===== config.mk =====
export PLATFORM = sky130hd
export DESIGN_NAME = keypad_scanner_flat
export DESIGN_NICKNAME = d
export VERILOG_FILES = /design/src/rtl/keypad_scanner_if.sv /design/src/rtl/keypad_scanner.sv /design/src/flat_wrapper.sv
export SDC_FILE = /design/constraint.sdc
export NUM_CORES = 1
export LEC_CHECK = 0
export ABC_AREA = 0
export CAP_MARGIN = 20
export CELL_PAD_IN_SITES_DETAIL_PLACEMENT = 2
export CELL_PAD_IN_SITES_GLOBAL_PLACEMENT = 2
export CORE_ASPECT_RATIO = 1.5
export CORE_MARGIN = 3
export CORE_UTILIZATION = 36
export CTS_CLUSTER_DIAMETER = 40
export DETAILED_ROUTE_END_ITERATION = 12
export PLACE_DENSITY_LB_ADDON = 0.1
export SYNTH_ARGS = -nofsm -noshare
export SYNTH_HDL_FRONTEND = slang
export SYNTH_SLANG_ARGS = --single-unit
export TNS_END_PERCENT = 10

===== constraint.sdc =====
create_clock -name clock -period 7.35 [get_ports clock]
set_input_delay 1.47 -clock clock [delete_from_list [all_inputs] [get_ports clock]]
set_output_delay 1.47 -clock clock [all_outputs]
set_load 0.1 [all_outputs]

===== src/rtl/keypad_scanner_if.sv =====
// ---------------------------------------------------------------------------
// keypad_scanner_if
// Signals between the keypad scanner, the 4x3 key matrix and the consumer of
// decoded keys.
//   row_n      [3:0]  matrix row drive, active-low, one row low at a time
//   col_n      [2:0]  matrix column sense, active-low, asynchronous to clock
//   keypad     [9:0]  one-hot digit, bit d = digit d held
//   startn            active-low, start key held
//   stopn             active-low, stop key held
//   key_strobe        one-cycle pulse on each accepted press
// master = scanner side, slave = matrix / consumer side.
// ---------------------------------------------------------------------------
interface keypad_scanner_if;
    logic [3:0] row_n;
    logic [2:0] col_n;
    logic [9:0] keypad;
    logic       startn;
    logic       stopn;
    logic       key_strobe;

    modport master (
        output row_n,
        output keypad,
        output startn,
        output stopn,
        output key_strobe,
        input  col_n
    );

    modport slave (
        input  row_n,
        input  keypad,
        input  startn,
        input  stopn,
        input  key_strobe,
        output col_n
    );
endinterface


===== src/rtl/keypad_scanner.sv =====
// ---------------------------------------------------------------------------
// keypad_scanner
// Scans a 4x3 key matrix (1 2 3 / 4 5 6 / 7 8 9 / start 0 stop), rejects
// ghosting when several keys are down, debounces presses and releases over
// whole scan frames and presents the held key on registered outputs.
// Ports:
//   clock   system clock, all state on the rising edge
//   clearn  asynchronous active-low reset
//   bus     keypad_scanner_if.master (row_n, col_n, keypad, startn, stopn,
//           key_strobe)
// Parameters:
//   SCAN_DIV  clock cycles per row slot (3..255)
//   DEBOUNCE  matching frames needed to accept a press or release (1..15)
// ---------------------------------------------------------------------------
module keypad_scanner #(
    parameter int unsigned SCAN_DIV = 4,
    parameter int unsigned DEBOUNCE = 3
) (
    input logic             clock,
    input logic             clearn,
    keypad_scanner_if.master bus
);

    typedef enum logic [1:0] {IDLE, CONFIRM, PRESSED, RELEASE} state_t;
    typedef enum logic [1:0] {CLS_NONE, CLS_SINGLE, CLS_MULTI} cls_t;

    typedef struct packed {
        logic [9:0] keypad;
        logic       startn;
        logic       stopn;
    } out_t;

    localparam out_t       OUT_IDLE   = '{keypad: 10'd0, startn: 1'b1, stopn: 1'b1};
    localparam logic [3:0] CODE_START = 4'd10;
    localparam logic [3:0] CODE_STOP  = 4'd11;
    localparam logic [7:0] DIV_LAST   = 8'(SCAN_DIV - 1);
    localparam logic [3:0] DEB        = 4'(DEBOUNCE);

    // Matrix position k = row*3 + col to key code (0..9 digits, 10 start, 11 stop).
    function automatic logic [3:0] idx_to_code(input logic [3:0] idx);
        case (idx)
            4'd9:    return CODE_START;
            4'd10:   return 4'd0;
            4'd11:   return CODE_STOP;
            default: return idx + 4'd1;
        endcase
    endfunction

    function automatic out_t encode(input logic [3:0] code);
        out_t o;
        o = OUT_IDLE;
        if (code == CODE_START)     o.startn = 1'b0;
        else if (code == CODE_STOP) o.stopn  = 1'b0;
        else                        o.keypad[code] = 1'b1;
        return o;
    endfunction

    logic [2:0] col_meta;
    logic [2:0] col_sync;
    logic [7:0] div_cnt;
    logic [1:0] row;
    logic [8:0] scan_bits;      // rows 0..2 of the current frame, bit = row*3+col
    logic       slot_end;
    logic       frame_end;

    state_t     state;
    logic [3:0] cnt;
    logic [3:0] cand;
    out_t       outs;
    logic       key_strobe;

    cls_t       cls;
    logic [3:0] key_code;

    assign slot_end  = (div_cnt == DIV_LAST);
    assign frame_end = slot_end && (row == 2'd3);

    // Columns are asynchronous to clock; the idle (released) value is all ones.
    // NOTE: sequential state uses non-blocking assignments so every flop samples pre-edge values.
    always_ff @(posedge clock or negedge clearn) begin
        if (!clearn) begin
            col_meta <= 3'b111;
            col_sync <= 3'b111;
        end else begin
            col_meta <= bus.col_n;
            col_sync <= col_meta;
        end
    end

    // Row slot timing; columns are captured only on the last cycle of a slot,
    // which leaves the synchronizer time to settle after the row changes.
    always_ff @(posedge clock or negedge clearn) begin
        if (!clearn) begin
            div_cnt   <= '0;
            row       <= '0;
            scan_bits <= '0;
        end else if (slot_end) begin
            div_cnt <= '0;
            row     <= row + 2'd1;
            case (row)
                2'd0:    scan_bits[2:0] <= ~col_sync;
                2'd1:    scan_bits[5:3] <= ~col_sync;
                2'd2:    scan_bits[8:6] <= ~col_sync;
                default: ;
            endcase
        end else begin
            div_cnt <= div_cnt + 8'd1;
        end
    end

    assign bus.row_n = ~(4'b0001 << row);

    // Frame classification; row 3 is taken live on the frame-end cycle.
    // NOTE: every variable gets a default before any branch so no latch is inferred.
    always_comb begin
        logic [11:0] frame_keys;
        logic [3:0]  hits;
        logic [3:0]  idx;
        frame_keys = {~col_sync, scan_bits};
        hits       = '0;
        idx        = '0;
        for (int k = 0; k < 12; k++) begin
            if (frame_keys[k]) begin
                hits = hits + 4'd1;
                idx  = 4'(k);
            end
        end
        key_code = idx_to_code(idx);
        if (hits == 4'd0)      cls = CLS_NONE;
        else if (hits == 4'd1) cls = CLS_SINGLE;
        else                   cls = CLS_MULTI;
    end

    // Debounce FSM, evaluated once per frame end; outputs follow the state
    // registered on the same edge so they appear the cycle after the decision.
    always_ff @(posedge clock or negedge clearn) begin
        if (!clearn) begin
            state      <= IDLE;
            cnt        <= '0;
            cand       <= '0;
            outs       <= OUT_IDLE;
            key_strobe <= 1'b0;
        end else begin
            key_strobe <= 1'b0;
            if (frame_end) begin
                case (state)
                    IDLE: begin
                        if (cls == CLS_SINGLE) begin
                            cand <= key_code;
                            cnt  <= 4'd1;
                            if (DEB == 4'd1) begin
                                state      <= PRESSED;
                                outs       <= encode(key_code);
                                key_strobe <= 1'b1;
                            end else begin
                                state <= CONFIRM;
                            end
                        end
                    end
                    CONFIRM: begin
                        if (cls == CLS_SINGLE && key_code == cand) begin
                            cnt <= cnt + 4'd1;
                            if (cnt + 4'd1 >= DEB) begin
                                state      <= PRESSED;
                                outs       <= encode(cand);
                                key_strobe <= 1'b1;
                            end
                        end else if (cls == CLS_SINGLE) begin
                            cand <= key_code;
                            cnt  <= 4'd1;
                        end else begin
                            state <= IDLE;
                            cnt   <= '0;
                        end
                    end
                    PRESSED: begin
                        if (!(cls == CLS_SINGLE && key_code == cand)) begin
                            if (DEB == 4'd1) begin
                                state <= IDLE;
                                cnt   <= '0;
                                outs  <= OUT_IDLE;
                            end else begin
                                state <= RELEASE;
                                cnt   <= 4'd1;
                            end
                        end
                    end
                    RELEASE: begin
                        if (cls == CLS_NONE) begin
                            if (cnt + 4'd1 >= DEB) begin
                                state <= IDLE;
                                cnt   <= '0;
                                outs  <= OUT_IDLE;
                            end else begin
                                cnt <= cnt + 4'd1;
                            end
                        end else if (cls == CLS_SINGLE && key_code == cand) begin
                            // Key came back before release was confirmed: no new strobe.
                            state <= PRESSED;
                            cnt   <= '0;
                        end else begin
                            cnt <= '0;
                        end
                    end
                    default: begin
                        state <= IDLE;
                        cnt   <= '0;
                        outs  <= OUT_IDLE;
                    end
                endcase
            end
        end
    end

    assign bus.keypad     = outs.keypad;
    assign bus.startn     = outs.startn;
    assign bus.stopn      = outs.stopn;
    assign bus.key_strobe = key_strobe;

endmodule


===== src/flat_wrapper.sv =====
// flat-port wrapper written by rule: the top's interface ports become plain ports
module keypad_scanner_flat 
#(
    parameter int unsigned SCAN_DIV = 4,
    parameter int unsigned DEBOUNCE = 3
)
  (clock, clearn, bus_row_n, bus_keypad, bus_startn, bus_stopn, bus_key_strobe, bus_col_n);
  keypad_scanner_if bus_i ();
  input logic clock;
  input logic clearn;
  output wire logic [$bits(bus_i.row_n)-1:0] bus_row_n;
  output wire logic [$bits(bus_i.keypad)-1:0] bus_keypad;
  output wire logic [$bits(bus_i.startn)-1:0] bus_startn;
  output wire logic [$bits(bus_i.stopn)-1:0] bus_stopn;
  output wire logic [$bits(bus_i.key_strobe)-1:0] bus_key_strobe;
  input wire logic [$bits(bus_i.col_n)-1:0] bus_col_n;
  assign bus_row_n = bus_i.row_n;
  assign bus_keypad = bus_i.keypad;
  assign bus_startn = bus_i.startn;
  assign bus_stopn = bus_i.stopn;
  assign bus_key_strobe = bus_i.key_strobe;
  assign bus_i.col_n = bus_col_n;
  keypad_scanner #(.SCAN_DIV(SCAN_DIV), .DEBOUNCE(DEBOUNCE)) u_core (.clock(clock), .clearn(clearn), .bus(bus_i));
endmodule

### Yosys cells after proc, flatten, opt, wreduce, memory -nomap -nowiden

Cells that the tools add are included.

* register bits after elaboration: 48
* logic and storage cells: 139

* add/subtract/negate cells: 15
* magnitude comparators: 3
* equal/unequal tests: 26
* shift-type cells: 1
* multiplexer cells: 62
* bitwise operators: 2
* reductions and logical operators: 16

Operator list (count)
* 4-bit 2-to-1 mux: 22
* 4-bit by 1-bit adder with 4-bit output, second input constant: 12
* 12-bit 2-to-1 mux: 4
* 2-bit 2-to-1 mux: 12
* 12-bit one-hot mux with 2 select lines: 1
* 4-bit == test, second input constant: 5
* 10-bit 2-to-1 mux: 2
* 4-bit one-hot mux with 4 select lines: 1
* 3-bit 2-to-1 mux: 4
* 4-bit one-hot mux with 3 select lines: 1
* 1-bit 2-to-1 mux: 11
* 2-bit by 1-bit != test with 1-bit output, second input constant: 5
* 3-bit != test, second input constant: 3
* 8-bit by 1-bit adder with 8-bit output, second input constant: 1
* 2-bit == test, second input constant: 4
* 8-bit by 2-bit == test with 1-bit output, second input constant: 1
* 8-bit 2-to-1 mux: 1
* 2-bit one-hot mux with 4 select lines: 1
* 4-bit one-hot mux with 2 select lines: 1
* 7-bit AND reduction: 1
* 2-bit by 1-bit == test with 1-bit output, second input constant: 3
* 2-bit zero test: 3
* 2-bit AND reduction: 3
* 3-bit AND reduction: 2
* 17 further kinds: 21

### Depth between registers and ports, before layout

Gate-level depths: netlist of run 1.

* depth after elaboration: 31
* mapped depth: 38
* mapped depth without buffers: 36

### Worst setup path before layout of run 1

Ideal clock, no wire load.

* path kind: register to register
* start: register u_core.scan_bits[0]
* end: register u_core.outs, in the netlist u_core.bus.keypad[1]
* setup time: 0.126 ns
* data arrival time: 7.302 ns
* data required time: 7.224 ns
* setup slack: -0.078 ns
* stages on the path, launching flop included: 38
* period minus slack after synthesis: 7.428 ns
* cell sequence: dfrtp_1 inv_1 ha_1 xor2_1 ha_1 nand2_1 o31ai_1 ha_1 mux2_2 ha_1 nand2_1 o41ai_2 or2_2 ha_1 o22ai_1 inv_1 ha_1 nand2_1 (+2 left out) inv_1 a21oi_1 ha_1 o21ai_0 a31oi_1 ha_1 and2b_2 a21o_1 ha_1 xnor3_1 o32ai_1 a21oi_1 a211oi_1 mux2i_2 buf_6 a211oi_4 buf_12 mux2_4

* longest elaborated chain between the ends: 30
* elaborated cells between the ends (all ways): 33

RTL lines
* start: declaration: RTL line keypad_scanner.sv:62 `logic [8:0] scan_bits;`
* start signal: assignment: RTL line keypad_scanner.sv:101 `2'd0: scan_bits[2:0] <= ~col_sync;`
* 1-bit 2-to-1 mux *: RTL line keypad_scanner.sv:123 `if (frame_keys[k]) begin`
* 1-bit by 1-bit adder with 2-bit output: RTL line keypad_scanner.sv:124 `hits = hits + 4'd1;`
* 4-bit 2-to-1 mux *: RTL line keypad_scanner.sv:123
* 4-bit by 1-bit adder with 4-bit output: RTL line keypad_scanner.sv:124
* 4-bit 2-to-1 mux *: RTL line keypad_scanner.sv:123
* 4-bit by 1-bit adder with 4-bit output: RTL line keypad_scanner.sv:124
* 4-bit 2-to-1 mux *: RTL line keypad_scanner.sv:123
* 4-bit by 1-bit adder with 4-bit output: RTL line keypad_scanner.sv:124
* (+14 left out)
* 4-bit 2-to-1 mux *: RTL line keypad_scanner.sv:123
* 4-bit by 1-bit == test with 1-bit output: RTL line keypad_scanner.sv:130 `else if (hits == 4'd1) cls = CLS_SINGLE;`
* 2-bit 2-to-1 mux: RTL line keypad_scanner.sv:130
* 2-bit 2-to-1 mux *: RTL line keypad_scanner.sv:129 `if (hits == 4'd0) cls = CLS_NONE;`
* 2-bit by 1-bit == test with 1-bit output: RTL line keypad_scanner.sv:161 `if (cls == CLS_SINGLE && key_code == cand) begin`
* 1-bit logical AND: RTL line keypad_scanner.sv:161
* 2-bit by 1-bit != test with 1-bit output (no source line)
* 6-bit AND reduction (no source line) *
* end signal: assignment: RTL line keypad_scanner.sv:153 `outs <= encode(key_code);`
* end signal: assignment: RTL line keypad_scanner.sv:165 `outs <= encode(cand);`
* end: declaration: RTL line keypad_scanner.sv:69 `out_t outs;`

Every way passes the cells marked *; elsewhere a longest branch is shown, timed or not.
A chain may end at the register's enable or synchronous reset.

### Worst setup path in the final report of run 1

* start: register u_core.scan_bits[0]
* end: register u_core.outs, in the netlist u_core.bus.keypad[5]

The elaborated chain is that of the path after synthesis.

==> results of run 1 <==
==> state kept, by name, indices dropped and copies added (netlist names) <==
name                   count
u_core.bus.key_strobe      1
u_core.bus.keypad         10
u_core.bus.startn          1
u_core.bus.stopn           1
u_core.cand                4
u_core.cnt                 4
u_core.col_meta            3
u_core.col_sync            3
u_core.div_cnt             8
u_core.row                 2
u_core.scan_bits           9
u_core.state               2
==> critical path, delay by kind of cell (launching register included) <==
family	cells	cell delay (ns)
adder cells (fa/ha/maj)	10	2.54
AO/OA/AOI/OAI	11	1.63
AND/OR/NAND/NOR	6	0.81
multiplexers	3	0.69
buffers and inverters	5	0.59
flip-flops	1	0.41
XOR/XNOR	2	0.34
==> where the power goes <==
part           internal (uW)  switching, uW  leakage [uW]
Combinational            374            368       0.00133
Sequential               276           24.7      0.000615
Clock                    195            101     0.0000911
Total                    846            494       0.00204
==> worst paths after layout <==
| kind | from | end | slack [ns] |
|---|---|---|---|
| min | u_core.col_meta[2]$_DFF_PN1_ | u_core.col_sync[2]$_DFF_PN1_ | 0.36 |
| min reg2reg | u_core.col_meta[2]$_DFF_PN1_ | u_core.col_sync[2]$_DFF_PN1_ | 0.36 |
| min in group asynchronous | clearn | u_core.bus.keypad[8]$_DFFE_PN0P_ | 1.05 |
| max in group asynchronous | clearn | u_core.col_sync[1]$_DFF_PN1_ | 5.73 |
| max | u_core.scan_bits[0]$_DFFE_PN0P_ | u_core.bus.keypad[5]$_DFFE_PN0P_ | 0.20 |
| max reg2reg | u_core.scan_bits[0]$_DFFE_PN0P_ | u_core.bus.keypad[5]$_DFFE_PN0P_ | 0.20 |
==> layer usage <==
layer  GRT usage  vias to the layer above  share of wire  routed length [um]
li1            -                     1407              -                   -
met1       0.188                     1475           0.40                4090
met2       0.343                       19           0.57                5790
met3      0.0189                        8          0.011                 114
met4      0.0460                        0          0.014                 137
met5           0                        -              0                   0
==> layout by cell type (no fill, tap or decap), types with 4 or more instances in the layout <==
cell type        synthesis  layout
mux2_4                   8      13
nand2_4                  1       4
inv_2                    1       5
clkbuf_16                0       6
a21oi_1                  9       7
nor3_1                  10      10
xnor2_1                 18      18
inv_1                   24      20
mux2i_1                  6       6
dfstp_2                  8       8
buf_4                    3      36
a31oi_1                  4       4
and2b_2                  5       5
nand2b_1                 5       5
dfrtp_1                 40      40
nand3b_1                 4       4
nand2_1                 38      34
xor2_1                  10      10
o21ai_0                 20      19
nor2_1                  24      23
ha_4                     0       5
ha_1                    21      15
clkdlybuf4s50_1          0      20
xnor3_1                  4       4
nand3_1                 14      14
==> cell type report <==
class	count	area share
clock buffer	6	0.0274
inverter	25	0.0200
sequential	48	0.258
clock inverter	2	0.0128
timing repair buffer	60	0.115
tap	141	0.0375
multi-input combinational	284	0.529
==> cells by family after synthesis <==
| logic type | share of synthesized area |
|---|---|
| DFF | 0.320 |
| buffers and inverters | 0.0720 |
| adders and majority gates | 0.0694 |
| and+or+nand+nor | 0.179 |
| xor gates and xnor gates | 0.145 |
| AOI/OAI and AO/OA | 0.140 |
| muxes | 0.0750 |
==> repair_timing <==
| action | CTS | global route |
|---|---|---|
| pin swaps | 8 | 12 |
| resized for setup | 13 | 16 |
| hold endpoints to repair | 0 | 0 |
| endpoints found under the setup margin | 23 | 23 |
| gates cloned | 0 | 1 |
| buffers inserted | 5 | 7 |
==> per-stage QoR <==
stage | hold slack, ns | cells | setup slack, ns | setup TNS, ns
after global placement | 0.346 | 544 | 0.0119 | 0
after floorplan | 0.345 | 375 | 0.0285 | 0
after global routing | 0.360 | 566 | -0.151 | -1.71
after detailed placement | 0.348 | 544 | -0.301 | -4.54
after CTS | 0.357 | 557 | 0.0107 | 0
final | 0.356 | 566 | 0.202 | 0
==> impl_metrics.yaml, run 1 <==
timing:
  setup_viol: 0
  timing.fmax_ghz: 0.140
  period_share: 0.973
  rsz0062_at_grt: "true"
  finalClockSkew_ns: 0.0114
  relSlewSlack: 0.333
  tightest_slew_ns: 0.997
  finalCriticalPeriod_ns: 7.15
  slew_violations: 0
  hold_violations: 0
global_route:
  antenna_found_initial: 0
  grt_pass1_wl_um: 16700
  grt_overflow: 0
  grt_max_degree: 49
  grt_usage: 0.172
  grt_pass1_vias: 3240
floorplan:
  coreArea_sq_um: 10200
  die_w_um: 89.7
  dieArea_sq_um: 11800
  rows: 45
  ioPinCount: 22
  die_h_um: 132
  start_util: 0.372
place:
  dp_hpwl_um: 7350
  io_buffers: 21
  dpl-instance-area_sq_um: 4230
  gp_routability_congestion: 0.796
worst_setup_path:
  crit_type: "reg -> reg"
  arrival_ns: 7.32
  required_ns: 7.52
  cp_max_fo: 6
  startpoint_type: "register"
  slowest_stage: "dfrtp_1"
  r2r_cells: 37
  end_kind: "register"
  crit_path_max_incr_delay_ns: 0.41
  cpMostUsedCell: "ha_4"
detailed_routing:
  first_pass_iters: 4
  routedWlPerCell_um: 17.9
  routed_wl_um: 10100
  drc_errors: 0
  drtIter0Drc: 83
  num_vias: 2909
  viasPerCell: 5.14
  ant_nets: 0
final_layout:
  area_delta_synth_final_pct: 24.1
  diodes: 0
  final_core_util: 0.461
  postLayoutCellArea_sq_um: 4700
  final_nets: 450
  multi_input_area_sq_um: 2490
  fillerInstances: 1074
  seq_area_sq_um: 1210
  final_layout_size_suffix_gt1_frac: 0.296
synth:
  ys_seq_elements: 48
  syn_area_sq_um: 3790
  syn_nets: 401
  yosysTopAreaCell: "dfrtp_1"
  synth_top_area_frac: 0.264
  ys_types: 75
  yosysMostFrequentCell: "dfrtp_1"
  synth_commonest_cells: "dfrtp_1 (40), nand2_1 (38), inv_1 (24), nor2_1 (24), ha_1 (21)"
  synth_edf_count: 0
  synth_async_sr_flop_share: 1.00
  yosys-top-cells-area: "dfrtp_1 (26%), ha_1 (6.9%), dfstp_2 (5.6%)"
  ys.flop_type: "dfrtp_1"
  ys_seq_area_frac: 0.320
  synthCells: 375
  syn_avg_cell_area_sq_um: 10.1
  ys_warn_count: 0
pwr:
  p_leak_uw: 0.00204
  total_power_uw: 1340
  powerDensity_nw_per_um2: 285
  peakVddDrop_mv: 0.180
worst_hold_path:
  hold-path-cell-count: 0
  min_path_type: "reg -> reg"
cts:
  clk_path_buf_depth: 2
  cts_buffers: 5
  cts-root-buf: "clkbuf_16"
  cts_htree_levels: 2
  holdBufCountCts: 0
  clock_latency_ns: 0.29
  cts_tree: "done"
  cts_sinks: 48
  clkSlewWorstSetupHoldPaths_ns: 0.07
run_status:
  status: "completed"
run:
  maxCapViolations: 0
No activity file was read; power rests on OpenSTA's default activity.
==> run 2, diff against run 1 <==
CAP_MARGIN = 30   (was 20)
==> impl_metrics.yaml, run 2 (synthesis results as in run 1) <==
worst_setup_path:
  arrival_ns: 7.31
  startpoint_type: "register"
  end_kind: "register"
  cpMostUsedCell: "ha_4"
  reg2reg_from: "u_core.scan_bits[0]$_DFFE_PN0P_"
  slowest_stage: "dfrtp_1"
  crit_type: "reg -> reg"
  crit_family: "adder cells"
  critPathLaunch: "u_core.scan_bits[0]$_DFFE_PN0P_"
  crit_path_max_incr_delay_ns: 0.41
  required_ns: 7.53
  worst-path-buf-inv: 5
  cp_max_fo: 4
detailed_routing:
  ant_nets: 0
  viasPerCell: 5.15
  drc_errors: 0
  routedLengthMet1_um: 3930
  drtIter0Drc: 57
  highest-signal-layer: "met4"
  num_vias: 2899
  dr_wl_met2_um: 5690
  routed_wl_um: 9890
  routedWlPerCell_um: 17.6
  met3_length_um: 124
  first_pass_iters: 4
cts:
  cts_sinks: 48
  clk_path_buf_depth: 2
  clock_latency_ns: 0.29
  holdBufCountCts: 0
  cts_htree_levels: 2
  cts-root-buf: "clkbuf_16"
  cts_buffers: 5
  clkSlewWorstSetupHoldPaths_ns: 0.07
  cts_tree: "done"
timing:
  period_share: 0.970
  rsz0062_at_grt: "true"
  finalClockSkew_ns: 0.00559
  fin_tns_setup_ns: 0
  relSlewSlack: 0.339
  tightest_slew_ns: 0.988
  slew_violations: 0
  setup_viol: 0
  hold_violations: 0
  timing.fmax_ghz: 0.140
  finalCriticalPeriod_ns: 7.13
final_layout:
  area_delta_synth_final_pct: 23.5
  final_layout_size_suffix_gt1_frac: 0.299
  final_nets: 447
  diodes: 0
  layout.cells.non_filler: 563
  fillerInstances: 1067
  largest_reg_flops: 10
  final_common_cell: "dfrtp_1"
  final_cell_mix: "dfrtp_1 (40), nand2_1 (34), buf_4 (34), nor2_1 (23)"
floorplan:
  ioPinCount: 22
  die_h_um: 132
  die_w_um: 89.7
  start_util: 0.372
  dieArea_sq_um: 11800
  coreArea_sq_um: 10200
  rows: 45
global_route:
  grt_overflow: 0
  grt_pass1_vias: 3263
  grt_usage: 0.172
  grt_pass1_wl_um: 16700
  antenna_found_initial: 0
  grt_max_degree: 40
run_status:
  status: "completed"
pwr:
  p_leak_uw: 0.00202
  powerDensity_nw_per_um2: 287
  peakVddDrop_mv: 0.153
worst_hold_path:
  hp-start: "u_core.col_meta[2]$_DFF_PN1_"
  min_path_type: "reg -> reg"
place:
  dp_cells: 545
  dp_hpwl_um: 7440
  gp_routability_congestion: 0.796
  io_buffers: 21
run:
  maxCapViolations: 0
run 2: what timing repair did:
| item | 4_1_cts | 5_1_grt |
|---|---|---|
| gates resized for setup | 12 | 20 |
| gates cloned | 0 | 0 |
| pin swaps | 8 | 7 |
| setup buffers | 4 | 6 |
| endpoints found under the setup margin | 23 | 23 |
run 2: worst register-to-register path, delay by kind of cell (launching register included):
kind                       cells  cell delay, ns
buffers and inverters          5            0.54
AOI/OAI and AO/OA             11            1.64
muxes                          3            0.70
DFF                            1            0.41
adders and majority gates     10            2.53
and+or+nand+nor                6            0.84
xor gates and xnor gates       2            0.35
run 2: layout make-up:
class	count	area, sq um	share of cell area
multi-input combinational	284	2500	0.534
clock buffer	5	125	0.0268
clock inverter	3	68.8	0.0147
sequential	48	1210	0.259
tap	141	176	0.0377
inverter	25	96.3	0.0206
timing repair buffer	57	500	0.107
run 2: metal layers:
metal	vias up	track usage
met1	1470	0.190
met4	0	0.0537
met3	9	0.0223
li1	1397	-
met2	23	0.336
met5	-	0
run 2: worst paths after layout:
path / end / slack [ns] / cells past startpoint
max: u_core.cand[0]$_DFFE_PN0P_ / 0.22 / 37
min: u_core.col_sync[2]$_DFF_PN1_ / 0.36 / 0
max reg2reg: u_core.cand[0]$_DFFE_PN0P_ / 0.22 / 37
min reg2reg: u_core.col_sync[2]$_DFF_PN1_ / 0.36 / 0
max in group asynchronous: u_core.col_sync[1]$_DFF_PN1_ / 5.76 / 2
min in group asynchronous: u_core.cand[1]$_DFFE_PN0P_ / 1.04 / 1
run 2: stage by stage:
stage	worst slack [ns]	power [uW]	util	area, sq um	hold WS, ns
after floorplan	0.0285	768	-	3820	0.345
after global placement	0.0119	913	0.415	4230	0.346
after detailed placement	-0.304	942	0.417	4250	0.348
after CTS	0.00145	1300	0.445	4540	0.358
after global routing	-0.146	1440	0.459	4680	0.362
final	0.221	1340	0.459	4680	0.356
run 2: power breakdown:
| part | switching, uW | total (uW) | internal [uW] | leakage, uW |
|---|---|---|---|---|
| sequential | 24.0 | 300 | 276 | 0.000615 |
| combinational | 365 | 741 | 375 | 0.00131 |
| clock | 107 | 303 | 196 | 0.0000944 |
| total | 496 | 1340 | 847 | 0.00202 |
